### config.mk
export PLATFORM = sky130hd
export DESIGN_NAME = load_store_unit
export DESIGN_NICKNAME = d
export VERILOG_FILES = /design/src/rtl/lsu_pkg.sv /design/src/rtl/lsu_align.sv /design/src/rtl/load_store_unit.sv
export SDC_FILE = /design/constraint.sdc
export NUM_CORES = 1
export LEC_CHECK = 0
export CAP_MARGIN = 30
export CORE_AREA = 2 2 143 145
export DETAILED_ROUTE_END_ITERATION = 6
export DIE_AREA = 0 0 145 147
export HOLD_SLACK_MARGIN = 0.1
export SYNTH_ARGS = -nofsm -noshare
export SYNTH_HDL_FRONTEND = slang
export SYNTH_SLANG_ARGS = --single-unit
### constraint.sdc
create_clock -name clk -period 2.7 [get_ports clk]
set_input_delay 0.405 -clock clk [delete_from_list [all_inputs] [get_ports clk]]
set_output_delay 0.405 -clock clk [all_outputs]
set_load 0.01 [all_outputs]
### src/rtl/lsu_pkg.sv
// Shared constants, state encoding and decode helpers for the load/store unit.
// LSU_MISALIGNED_SPLIT_EN adds the second bus phase (ST_REQ2) for misaligned accesses.
package lsu_pkg;

  localparam logic [2:0] F3_B  = 3'b000;
  localparam logic [2:0] F3_H  = 3'b001;
  localparam logic [2:0] F3_W  = 3'b010;
  localparam logic [2:0] F3_BU = 3'b100;
  localparam logic [2:0] F3_HU = 3'b101;

  localparam logic [3:0] BE_B = 4'b0001;
  localparam logic [3:0] BE_H = 4'b0011;
  localparam logic [3:0] BE_W = 4'b1111;

  typedef enum logic [1:0] {
    ST_IDLE = 2'd0,
    ST_REQ  = 2'd1,
`ifdef LSU_MISALIGNED_SPLIT_EN
    ST_REQ2 = 2'd2,
`endif
    ST_DONE = 2'd3
  } lsu_state_e;

  // Unsigned loads have no store counterpart.
  function automatic logic size_legal(input logic [2:0] f3, input logic is_store);
    case (f3)
      F3_B, F3_H, F3_W: size_legal = 1'b1;
      F3_BU, F3_HU:     size_legal = !is_store;
      default:          size_legal = 1'b0;
    endcase
  endfunction

  function automatic logic is_aligned(input logic [2:0] f3, input logic [1:0] off);
    case (f3)
      F3_H, F3_HU: is_aligned = !off[0];
      F3_W:        is_aligned = (off == 2'b00);
      default:     is_aligned = 1'b1;
    endcase
  endfunction

endpackage

### src/rtl/lsu_align.sv
// Byte-lane steering: store byte enables and data shift, load extract and sign/zero extend.
// hi selects the upper word of a two-word (split) access.
module lsu_align
  import lsu_pkg::*;
(
  input  logic [2:0]  size,
  input  logic [1:0]  off,
  input  logic        is_store,
  input  logic        hi,
  input  logic [31:0] wdata,
  input  logic [63:0] rword,
  output logic [3:0]  be_c,
  output logic [31:0] wdata_c,
  output logic [31:0] rdata_c
);

  logic [3:0]  base;
  logic [7:0]  be_full;
  logic [63:0] wdata_full;
  logic [31:0] shifted;

  always_comb begin
    case (size)
      F3_B, F3_BU: base = BE_B;
      F3_H, F3_HU: base = BE_H;
      default:     base = BE_W;
    endcase
    be_full    = is_store ? (8'(base) << off) : 8'hFF;
    wdata_full = 64'(wdata) << {off, 3'b000};
    be_c       = hi ? be_full[7:4] : be_full[3:0];
    wdata_c    = hi ? wdata_full[63:32] : wdata_full[31:0];
    shifted    = 32'(rword >> {off, 3'b000});
    case (size)
      F3_B:    rdata_c = {{24{shifted[7]}}, shifted[7:0]};
      F3_BU:   rdata_c = {24'h0, shifted[7:0]};
      F3_H:    rdata_c = {{16{shifted[15]}}, shifted[15:0]};
      F3_HU:   rdata_c = {16'h0, shifted[15:0]};
      default: rdata_c = shifted;
    endcase
  end

endmodule

### src/rtl/load_store_unit.sv
// Data-memory access stage: req/ack bus master with stall, timeout and error reporting.
// Define LSU_MISALIGNED_SPLIT_EN to split misaligned half/word accesses into two bus phases.
module load_store_unit
  import lsu_pkg::*;
#(
  parameter int unsigned TIMEOUT_CYC = 255,
  parameter int unsigned ADDR_W      = 32
) (
  input  logic              clk,
  input  logic              rst,
  input  logic              lsu_start,
  input  logic              mem_rw,
  input  logic [2:0]        word_size_sel,
  input  logic [ADDR_W-1:0] lsu_addr,
  input  logic [31:0]       lsu_wdata,
  output logic              lsu_stall,
  output logic              lsu_done,
  output logic [31:0]       lsu_rdata,
  output logic              lsu_err,
  output logic              mem_req,
  output logic              mem_we,
  output logic [ADDR_W-1:0] mem_addr,
  output logic [3:0]        mem_be,
  output logic [31:0]       mem_wdata,
  input  logic              mem_ack,
  input  logic [31:0]       mem_rdata
);

  localparam int unsigned CNT_W = (TIMEOUT_CYC < 2) ? 1 : $clog2(TIMEOUT_CYC + 1);
`ifdef LSU_MISALIGNED_SPLIT_EN
  localparam bit SPLIT_EN = 1'b1;
`else
  localparam bit SPLIT_EN = 1'b0;
`endif

  lsu_state_e        state_q, state_d;
  logic              rw_q, rw_d;
  logic [2:0]        f3_q, f3_d;
  logic [ADDR_W-1:0] addr_q, addr_d;
  logic [31:0]       wd_q, wd_d;
  logic [CNT_W-1:0]  cnt_q, cnt_d, cnt_inc;
  logic              done_q, done_d, err_q, err_d;
  logic [31:0]       rdata_q, rdata_d;
  logic              req_q, req_d, we_q, we_d;
  logic [ADDR_W-1:0] maddr_q, maddr_d;
  logic [3:0]        be_q, be_d;
  logic [31:0]       mwdata_q, mwdata_d;
`ifdef LSU_MISALIGNED_SPLIT_EN
  logic              split_q, split_d;
  logic [31:0]       frag_q, frag_d;
`endif

  // Lane steering sees the live request in IDLE and the latched one afterwards.
  logic              sel_rw, hi_c;
  logic [2:0]        sel_f3;
  logic [ADDR_W-1:0] sel_addr, word_addr;
  logic [31:0]       sel_wd;
  logic [63:0]       rword;
  logic [3:0]        be_c;
  logic [31:0]       wdata_c, rdata_c;

  always_comb begin
    sel_rw    = (state_q == ST_IDLE) ? mem_rw        : rw_q;
    sel_f3    = (state_q == ST_IDLE) ? word_size_sel : f3_q;
    sel_addr  = (state_q == ST_IDLE) ? lsu_addr      : addr_q;
    sel_wd    = (state_q == ST_IDLE) ? lsu_wdata     : wd_q;
    word_addr = {sel_addr[ADDR_W-1:2], 2'b00};
`ifdef LSU_MISALIGNED_SPLIT_EN
    hi_c  = (state_q == ST_REQ);
    rword = (state_q == ST_REQ2) ? {mem_rdata, frag_q} : {32'h0, mem_rdata};
`else
    hi_c  = 1'b0;
    rword = {32'h0, mem_rdata};
`endif
  end

  lsu_align u_align (
    .size     (sel_f3),
    .off      (sel_addr[1:0]),
    .is_store (sel_rw),
    .hi       (hi_c),
    .wdata    (sel_wd),
    .rword    (rword),
    .be_c     (be_c),
    .wdata_c  (wdata_c),
    .rdata_c  (rdata_c)
  );

  always_comb begin
    state_d  = state_q;
    rw_d     = rw_q;
    f3_d     = f3_q;
    addr_d   = addr_q;
    wd_d     = wd_q;
    cnt_d    = cnt_q;
    cnt_inc  = cnt_q + CNT_W'(1);
    done_d   = 1'b0;
    err_d    = 1'b0;
    rdata_d  = '0;
    req_d    = 1'b0;
    we_d     = 1'b0;
    maddr_d  = '0;
    be_d     = '0;
    mwdata_d = '0;
`ifdef LSU_MISALIGNED_SPLIT_EN
    split_d  = split_q;
    frag_d   = frag_q;
`endif
    case (state_q)
      ST_IDLE: begin
        if (lsu_start) begin
          rw_d   = mem_rw;
          f3_d   = word_size_sel;
          addr_d = lsu_addr;
          wd_d   = lsu_wdata;
          cnt_d  = '0;
          if (!size_legal(word_size_sel, mem_rw) ||
              (!SPLIT_EN && !is_aligned(word_size_sel, lsu_addr[1:0]))) begin
            state_d = ST_DONE;
            done_d  = 1'b1;
            err_d   = 1'b1;
          end else begin
            state_d  = ST_REQ;
            req_d    = 1'b1;
            we_d     = mem_rw;
            maddr_d  = word_addr;
            be_d     = be_c;
            mwdata_d = wdata_c;
`ifdef LSU_MISALIGNED_SPLIT_EN
            split_d  = !is_aligned(word_size_sel, lsu_addr[1:0]);
`endif
          end
        end
      end
`ifdef LSU_MISALIGNED_SPLIT_EN
      ST_REQ, ST_REQ2: begin
`else
      ST_REQ: begin
`endif
        if (mem_ack) begin
`ifdef LSU_MISALIGNED_SPLIT_EN
          if (state_q == ST_REQ && split_q) begin
            state_d  = ST_REQ2;
            frag_d   = mem_rdata;
            cnt_d    = '0;
            req_d    = 1'b1;
            we_d     = we_q;
            maddr_d  = maddr_q + ADDR_W'(4);
            be_d     = be_c;
            mwdata_d = wdata_c;
          end else
`endif
          begin
            state_d = ST_DONE;
            done_d  = 1'b1;
            rdata_d = rw_q ? 32'h0 : rdata_c;
          end
        end else if (TIMEOUT_CYC != 0 && cnt_inc == CNT_W'(TIMEOUT_CYC)) begin
          state_d = ST_DONE;
          done_d  = 1'b1;
          err_d   = 1'b1;
        end else begin
          cnt_d    = cnt_inc;
          req_d    = req_q;
          we_d     = we_q;
          maddr_d  = maddr_q;
          be_d     = be_q;
          mwdata_d = mwdata_q;
        end
      end
      ST_DONE: state_d = ST_IDLE;
      default: state_d = ST_IDLE;
    endcase
  end

  always_ff @(posedge clk) begin
    if (rst) begin
      state_q  <= ST_IDLE;
      rw_q     <= 1'b0;
      f3_q     <= '0;
      addr_q   <= '0;
      wd_q     <= '0;
      cnt_q    <= '0;
      done_q   <= 1'b0;
      err_q    <= 1'b0;
      rdata_q  <= '0;
      req_q    <= 1'b0;
      we_q     <= 1'b0;
      maddr_q  <= '0;
      be_q     <= '0;
      mwdata_q <= '0;
`ifdef LSU_MISALIGNED_SPLIT_EN
      split_q  <= 1'b0;
      frag_q   <= '0;
`endif
    end else begin
      state_q  <= state_d;
      rw_q     <= rw_d;
      f3_q     <= f3_d;
      addr_q   <= addr_d;
      wd_q     <= wd_d;
      cnt_q    <= cnt_d;
      done_q   <= done_d;
      err_q    <= err_d;
      rdata_q  <= rdata_d;
      req_q    <= req_d;
      we_q     <= we_d;
      maddr_q  <= maddr_d;
      be_q     <= be_d;
      mwdata_q <= mwdata_d;
`ifdef LSU_MISALIGNED_SPLIT_EN
      split_q  <= split_d;
      frag_q   <= frag_d;
`endif
    end
  end

  assign lsu_stall = (state_q == ST_IDLE && lsu_start) || (state_q == ST_REQ)
`ifdef LSU_MISALIGNED_SPLIT_EN
                     || (state_q == ST_REQ2)
`endif
                     ;
  assign lsu_done  = done_q;
  assign lsu_err   = err_q;
  assign lsu_rdata = rdata_q;
  assign mem_req   = req_q;
  assign mem_we    = we_q;
  assign mem_addr  = maddr_q;
  assign mem_be    = be_q;
  assign mem_wdata = mwdata_q;

endmodule

# ---- Word-level counts from Yosys, hierarchy flattened
# Index checks and enable logic that the tools add are counted.
dict set report totals {
  in_bits 104
  word_cells 104
  regBits 182
  output_inout_bits 105
}
dict set report classes {
  reduce_logical 21
  n_eq_ne 13
  n_shift 3
  n_addsub 1
  bitwise 2
  muxes 50
}
# op count
set ops {}
lappend ops {{$mux W32} 8}
lappend ops {{$pmux W32 S2} 2}
lappend ops {{$pmux W32 S4} 1}
lappend ops {{$shl A32 B5 Y32} 1}
lappend ops {{$shr A32 B5 Y32} 1}
lappend ops {{$mux W8} 3}
lappend ops {{$mux W4} 5}
lappend ops {{$mux W1} 16}
lappend ops {{$pmux W4 S2} 2}
lappend ops {{$pmux W8 S2} 1}
lappend ops {{$eq A3 B3 Y1 const B} 4}
lappend ops {{$pmux W1 S2} 6}
lappend ops {{$add A8 B1 Y8 const B} 1}
lappend ops {{$eq A8 B8 Y1 const B} 1}
lappend ops {{$mux W2} 4}
lappend ops {{$reduce_or A2 Y1} 4}
lappend ops {{$eq A3 B1 Y1 const B} 2}
lappend ops {{$logic_not A3 Y1} 2}
lappend ops {{$ne A2 B2 Y1 const B} 3}
lappend ops {{$logic_not A1 Y1} 4}
lappend ops {{$logic_not A2 Y1} 2}
lappend ops {{$pmux W2 S2} 1}
lappend ops {{$reduce_and A2 Y1} 2}
lappend ops {{$reduce_and A4 Y1} 1}
lappend ops {{11 further kinds} 13}

# ---- Depth between registers and ports, before layout
# Gate-level depths: netlist of the first run.
dict set report logic_depth {
  depth_word 10
  ltp_mapped 10
  ltp_nobuf 7
}

# ---- Modules after synthesis
# Synthesis of the first run repeated with hierarchy kept, for this count alone.
dict set report unflattened {
  hier_cells 809
  hier_area_um2 7489.7
}
# mod n_inst area_each_um2 cells_per_inst seq_area_each_um2
set modules_own_cells {}
lappend modules_own_cells {load_store_unit 1 5519.0 588 3002.9}
lappend modules_own_cells {lsu_align 1 1970.6 221 0.0}

# ---- Worst setup path before layout of the first run
# Ideal clock, no wire load.
dict set report synth_timing {
  path_kind {reg-to-reg}
  from {register state_q[1]}
  to {register rdata_q[26] (netlist: lsu_rdata[26])}
  path_buffers 2
  setup_ns 0.138
  t_arrival_ns 2.036
  period_less_slack_ns 2.174
  stages_incl_launch_ff 9
  path_slack_ns 0.526
  required_time_ns 2.562
  cell_sequence {dfxtp_1 buf_2 nor2_4 mux2i_2 mux2_2 o221ai_4 o31a_4 buf_6 a21oi_2}
}
dict set report synth_between {
  elab_chain_cells 4
  elab_cells_between_ends 12
  classes_between {4 x eq/ne; 1 x shift; 3 x mux; 1 x bitwise; 3 x reduce/logical}
}
# item line
set synth_lines {}
lappend synth_lines {{start: declaration} load_store_unit.sv:36} ;# lsu_state_e state_q, state_d;
lappend synth_lines {{start signal: assignment} load_store_unit.sv:197} ;# state_q <= state_d;
lappend synth_lines {{$logic_not A2 Y1} {load_store_unit.sv:64, load_store_unit.sv:65}}
lappend synth_lines {{$mux W32 / $mux W3 (equally long branches)} {load_store_unit.sv:65, load_store_unit.sv:64}}
lappend synth_lines {{$shr A32 B5 Y32, or another cell as far along} lsu_align.sv:32} ;# shifted = 32'(rword >> {off, 3'b000});
lappend synth_lines {{$pmux W32 S4} lsu_align.sv:33} ;# case (size)
lappend synth_lines {{end signal: assignment} load_store_unit.sv:205} ;# rdata_q <= rdata_d;
lappend synth_lines {{end: declaration} load_store_unit.sv:43} ;# logic [31:0] rdata_q, rdata_d;
# Several ways; a longest one is shown, not always the timed one.
# A chain may end at the register's enable or synchronous reset.

# ---- Worst setup path in the final report of the first run
dict set report layout_timing {
  from {register cnt_q[1]}
  to {register maddr_q[2] (netlist: mem_addr[2])}
}
dict set report layout_between {
  elab_chain_cells 3
}
# item line
set layout_lines {}
lappend layout_lines {{start: declaration} load_store_unit.sv:41} ;# logic [CNT_W-1:0] cnt_q, cnt_d, cnt_inc;
lappend layout_lines {{start signal: assignment} load_store_unit.sv:202} ;# cnt_q <= cnt_d;
lappend layout_lines {{$add A8 B1 Y8} load_store_unit.sv:96} ;# cnt_inc = cnt_q + CNT_W'(1);
lappend layout_lines {{$eq A8 B8 Y1} load_store_unit.sv:158} ;# end else if (TIMEOUT_CYC != 0 && cnt_inc == CNT_W'(TIMEOUT_CYC)) begin
lappend layout_lines {{$ne A3 B3 Y1 (no source line)} n/a}
lappend layout_lines {{end signal: assignment} load_store_unit.sv:208} ;# maddr_q <= maddr_d;
lappend layout_lines {{end: declaration} load_store_unit.sv:45} ;# logic [ADDR_W-1:0] maddr_q, maddr_d;
# Every way passes these cells.

==> qor.log, run 1 <==
qor: outcome.run_status complete, but fails checks
qor: outcome.failed_checks design-rule violations
qor: synth.postSynth.topFlopCell dfxtp_1
qor: drt.drt_pass1_iterations 7
qor: finish.layout.core_utilization 0.4910
qor: sta.max_freq 425.4 MHz
qor: synth.netlist.top_cell.by_area dfxtp_1
qor: synth.synth.lib_cells_used.distinct 60
qor: die.start_util 0.3414
qor: critical_path.timing.critical_path.arrival 2720 ps
qor: critical_path.critical_path.slowest_cell dfxtp_1
qor: critical_path.path_class flip-flop to flip-flop
qor: synth.synth_enable_flop_cells 0
qor: clocking.worst_skew_pair.late_latency 430 ps
qor: power.total_power 5926 uW
qor: sta.slew_at_the_pin_closest_to_its_max_slew_limit 687.1 ps
qor: critical_path.critical_path_max_stage_delay 460 ps
qor: drt.routed_wirelength 22.04 mm
qor: clocking.clock-sinks 150
qor: clocking.htreeDepth 4
qor: critical_path.timing.critical_path.cells ha_1 -> a21oi_1 -> o211a_1 -> a311o_1 -> a211oi_4 -> buf_12 -> a22o_1
qor: drt.detail_route.iter0.violations 412
qor: synth.ys_async_sr_fraction 0
qor: clocking.cts.repair.resized 0
qor: power.power_per_cell_area 608.2 mW/mm^2
qor: clocking.worst_setup_hold_path_clk_slew 60 ps
qor: synth.syn_avg_cell_area 8.752 um^2
qor: critical_path.cp_top_family compound AO/OA/AOI/OAI gates
qor: sta.rsz0062_at_grt false
qor: synth.postSynthRegisterBits 150
qor: synth.yosysWarningCount 0
qor: global_routing.number_of_antenna_violations_at_the_first_check_in_global_routing 0
qor: placed_design.place_hpwl 15.35 mm
qor: global_routing.grt_pass1_vias 5,991
qor: clocking.tritoncts_clock_tree built
qor: hold_path.type_of_the_most_critical_hold_path input port to flip-flop
qor: placed_design.placement.io_buffers 206
qor: drt.detail_route.vias_per_cell 5.086
qor: sta.clock_skew 11.38 ps
qor: synth.syn-cell-area 0.006774 mm^2
qor: drt.wl_per_cell 17.76 um
qor: synth.sequential_fraction_of_the_synthesis_area 0.4433
qor: global_routing.grt_remaining_overflow 0
qor: clocking.cts-hold-fix-buffers 0
qor: die.fp_rows 52
qor: finish.number_of_nets_in_the_finished_design 1,064
qor: global_routing.grt_use_total 0.2040
qor: critical_path.worst_ep_required_time 3070 ps
qor: drt.dr_total_vias 6,312
qor: placed_design.gp_routability_congestion 0.8423
qor: die.dieWidth 145 um
qor: sta.timing.final.hold_violations 0
qor: synth.synth.cells.most_frequent 169 x nand2_1, 150 x dfxtp_1, 67 x a21oi_1
qor: finish.final.fill_count 1,932
qor: global_routing.grt_pass1_wl 34.37 mm
qor: sta.drv_slew 0
qor: synth.post-synth-top-area-fraction 0.4433
qor: global_routing.grt_max_degree 73
qor: sta.final.min_clock_period 2351 ps
qor: critical_path.critical_path_peak_fanout 72
qor: sta.setup_viol_count_final 0
qor: sta.relSlewSlack 0.5407
qor: job.cap_violations 0
qor: power.leakage 0.003692 uW
qor: sta.layout_worst_path_cycle_share 0.8706
qor: clocking.worst_case_clock_buffer_depth 2
qor: critical_path.worstSetupStartpointType flip-flop
qor: clocking.clock-root-buffer clkbuf_16
qor: synth.most_repeated_cell_in_the_gate_level_netlist_after_synthesis nand2_1
qor: finish.layout-area-overhead-vs-synth 43.83%
qor: die.design.die.area 0.02132 mm^2
qor: finish.antenna-diode-count 0
qor: synth.synth.top_cells.by_area dfxtp_1 44%, nand2_1 9.4%, mux2i_1 8.3%
qor: die.design.portCount 209
qor: synth.netlist_instances 774
qor: clocking.cts-buffers-inserted 17
qor: sta.fin_setup_tns 0 ps
qor: drt.drc 3
qor: die.die_height 147 um
qor: finish.share_of_layout_cells_above_drive_strength_1 0.1020
qor: power.vdd.ir_drop.worst 0.4319 mV
qor: drt.antenna_left 0
qor: die.core-area 0.01984 mm^2
qor: critical_path.timing.critical_path.buf_inv 1
qor: clocking.post_cts.repair.setup_buffers 0
qor: critical_path.cp_endpoint_kind flip-flop
==> registers in the layout, indices dropped and copies added (netlist names) <==
signal	flops
mem_wdata	32
mem_addr	30
lsu_done	1
wd_q	32
addr_q	2
lsu_rdata	32
lsu_err	1
f3_q	3
mem_we	1
state_q	2
mem_req	1
cnt_q	8
mem_be	4
rw_q	1
==> layer usage <==
layer	GRT usage	share of wire	wire, um
met4	0.06881	0.018	405
met5	0	0	0
met2	0.3226	0.46	10220
met1	0.2792	0.47	10300
met3	0.04099	0.050	1106
==> report_power, final <==
part	internal [uW]	switching, uW	leakage (uW)
sequential	2290	53.8	0.00122
clock	1410	1070	0.000302
combinational	500	600	0.00217
==> layout make-up <==
class | count | area, um^2 | area share
clock buffers | 17 | 425.4 | 0.04366
clock inverters | 15 | 181.4 | 0.01862
inverters | 6 | 22.52 | 0.002312
multi-input cells | 550 | 3463 | 0.3555
flip-flops and latches | 150 | 3003 | 0.3082
well taps | 270 | 337.8 | 0.03467
repair buffers | 233 | 2310 | 0.2371
==> worst paths after layout <==
kind,cells past startpoint,to,from,slack [ps]
worst max-delay path,7,mem_addr[2],cnt_q[1],350
worst min register to register,2,mem_be[1],mem_be[1],440
worst max register to register,7,mem_addr[2],cnt_q[1],350
worst min-delay path,2,cnt_q[1],rst,370
==> per-stage QoR <==
step | area, um^2 | hold slack, ps | cells | setup WS [ps]
floorplan | 6778 | 431.8 | 775 | 526.0
detailed placement | 9136 | 429.9 | 1209 | 264.7
global route | 9743 | 391.7 | 1241 | 157.2
global placement | 9136 | 425.4 | 1209 | 278.9
CTS | 9743 | 357.1 | 1241 | 367.1
finish | 9743 | 370.3 | 1241 | 349.4
==> kinds of logic after synthesis <==
| group | after synthesis | synth area share |
|---|---|---|
| multiplexers | 78 | 0.1202 |
| AND/OR/NAND/NOR | 237 | 0.1491 |
| other | 1 | 0.0005536 |
| flip-flops | 150 | 0.4433 |
| buffers and inverters | 75 | 0.04876 |
| adder cells (fa/ha/maj) | 2 | 0.003694 |
| AO/OA/AOI/OAI | 231 | 0.2344 |
==> placed cells by master (no fill, tap or decap), drive strengths merged, types with 25 or more instances in the layout <==
master and instances:
o21ai 44, nand2 169, nor2 26, a211oi 25, dfxtp 150, clkdlybuf4s50 205, buf 28, a22o 41
mux2i 57, a21oi 77
No activity file was read; power rests on OpenSTA's default activity.
==> inputs of run 2 (changes only) <==
GPL_ROUTABILITY_DRIVEN = 0   (was default)
==> results of run 2 <==
No change in the layout: final DEF, timing and power equal those of run 1.
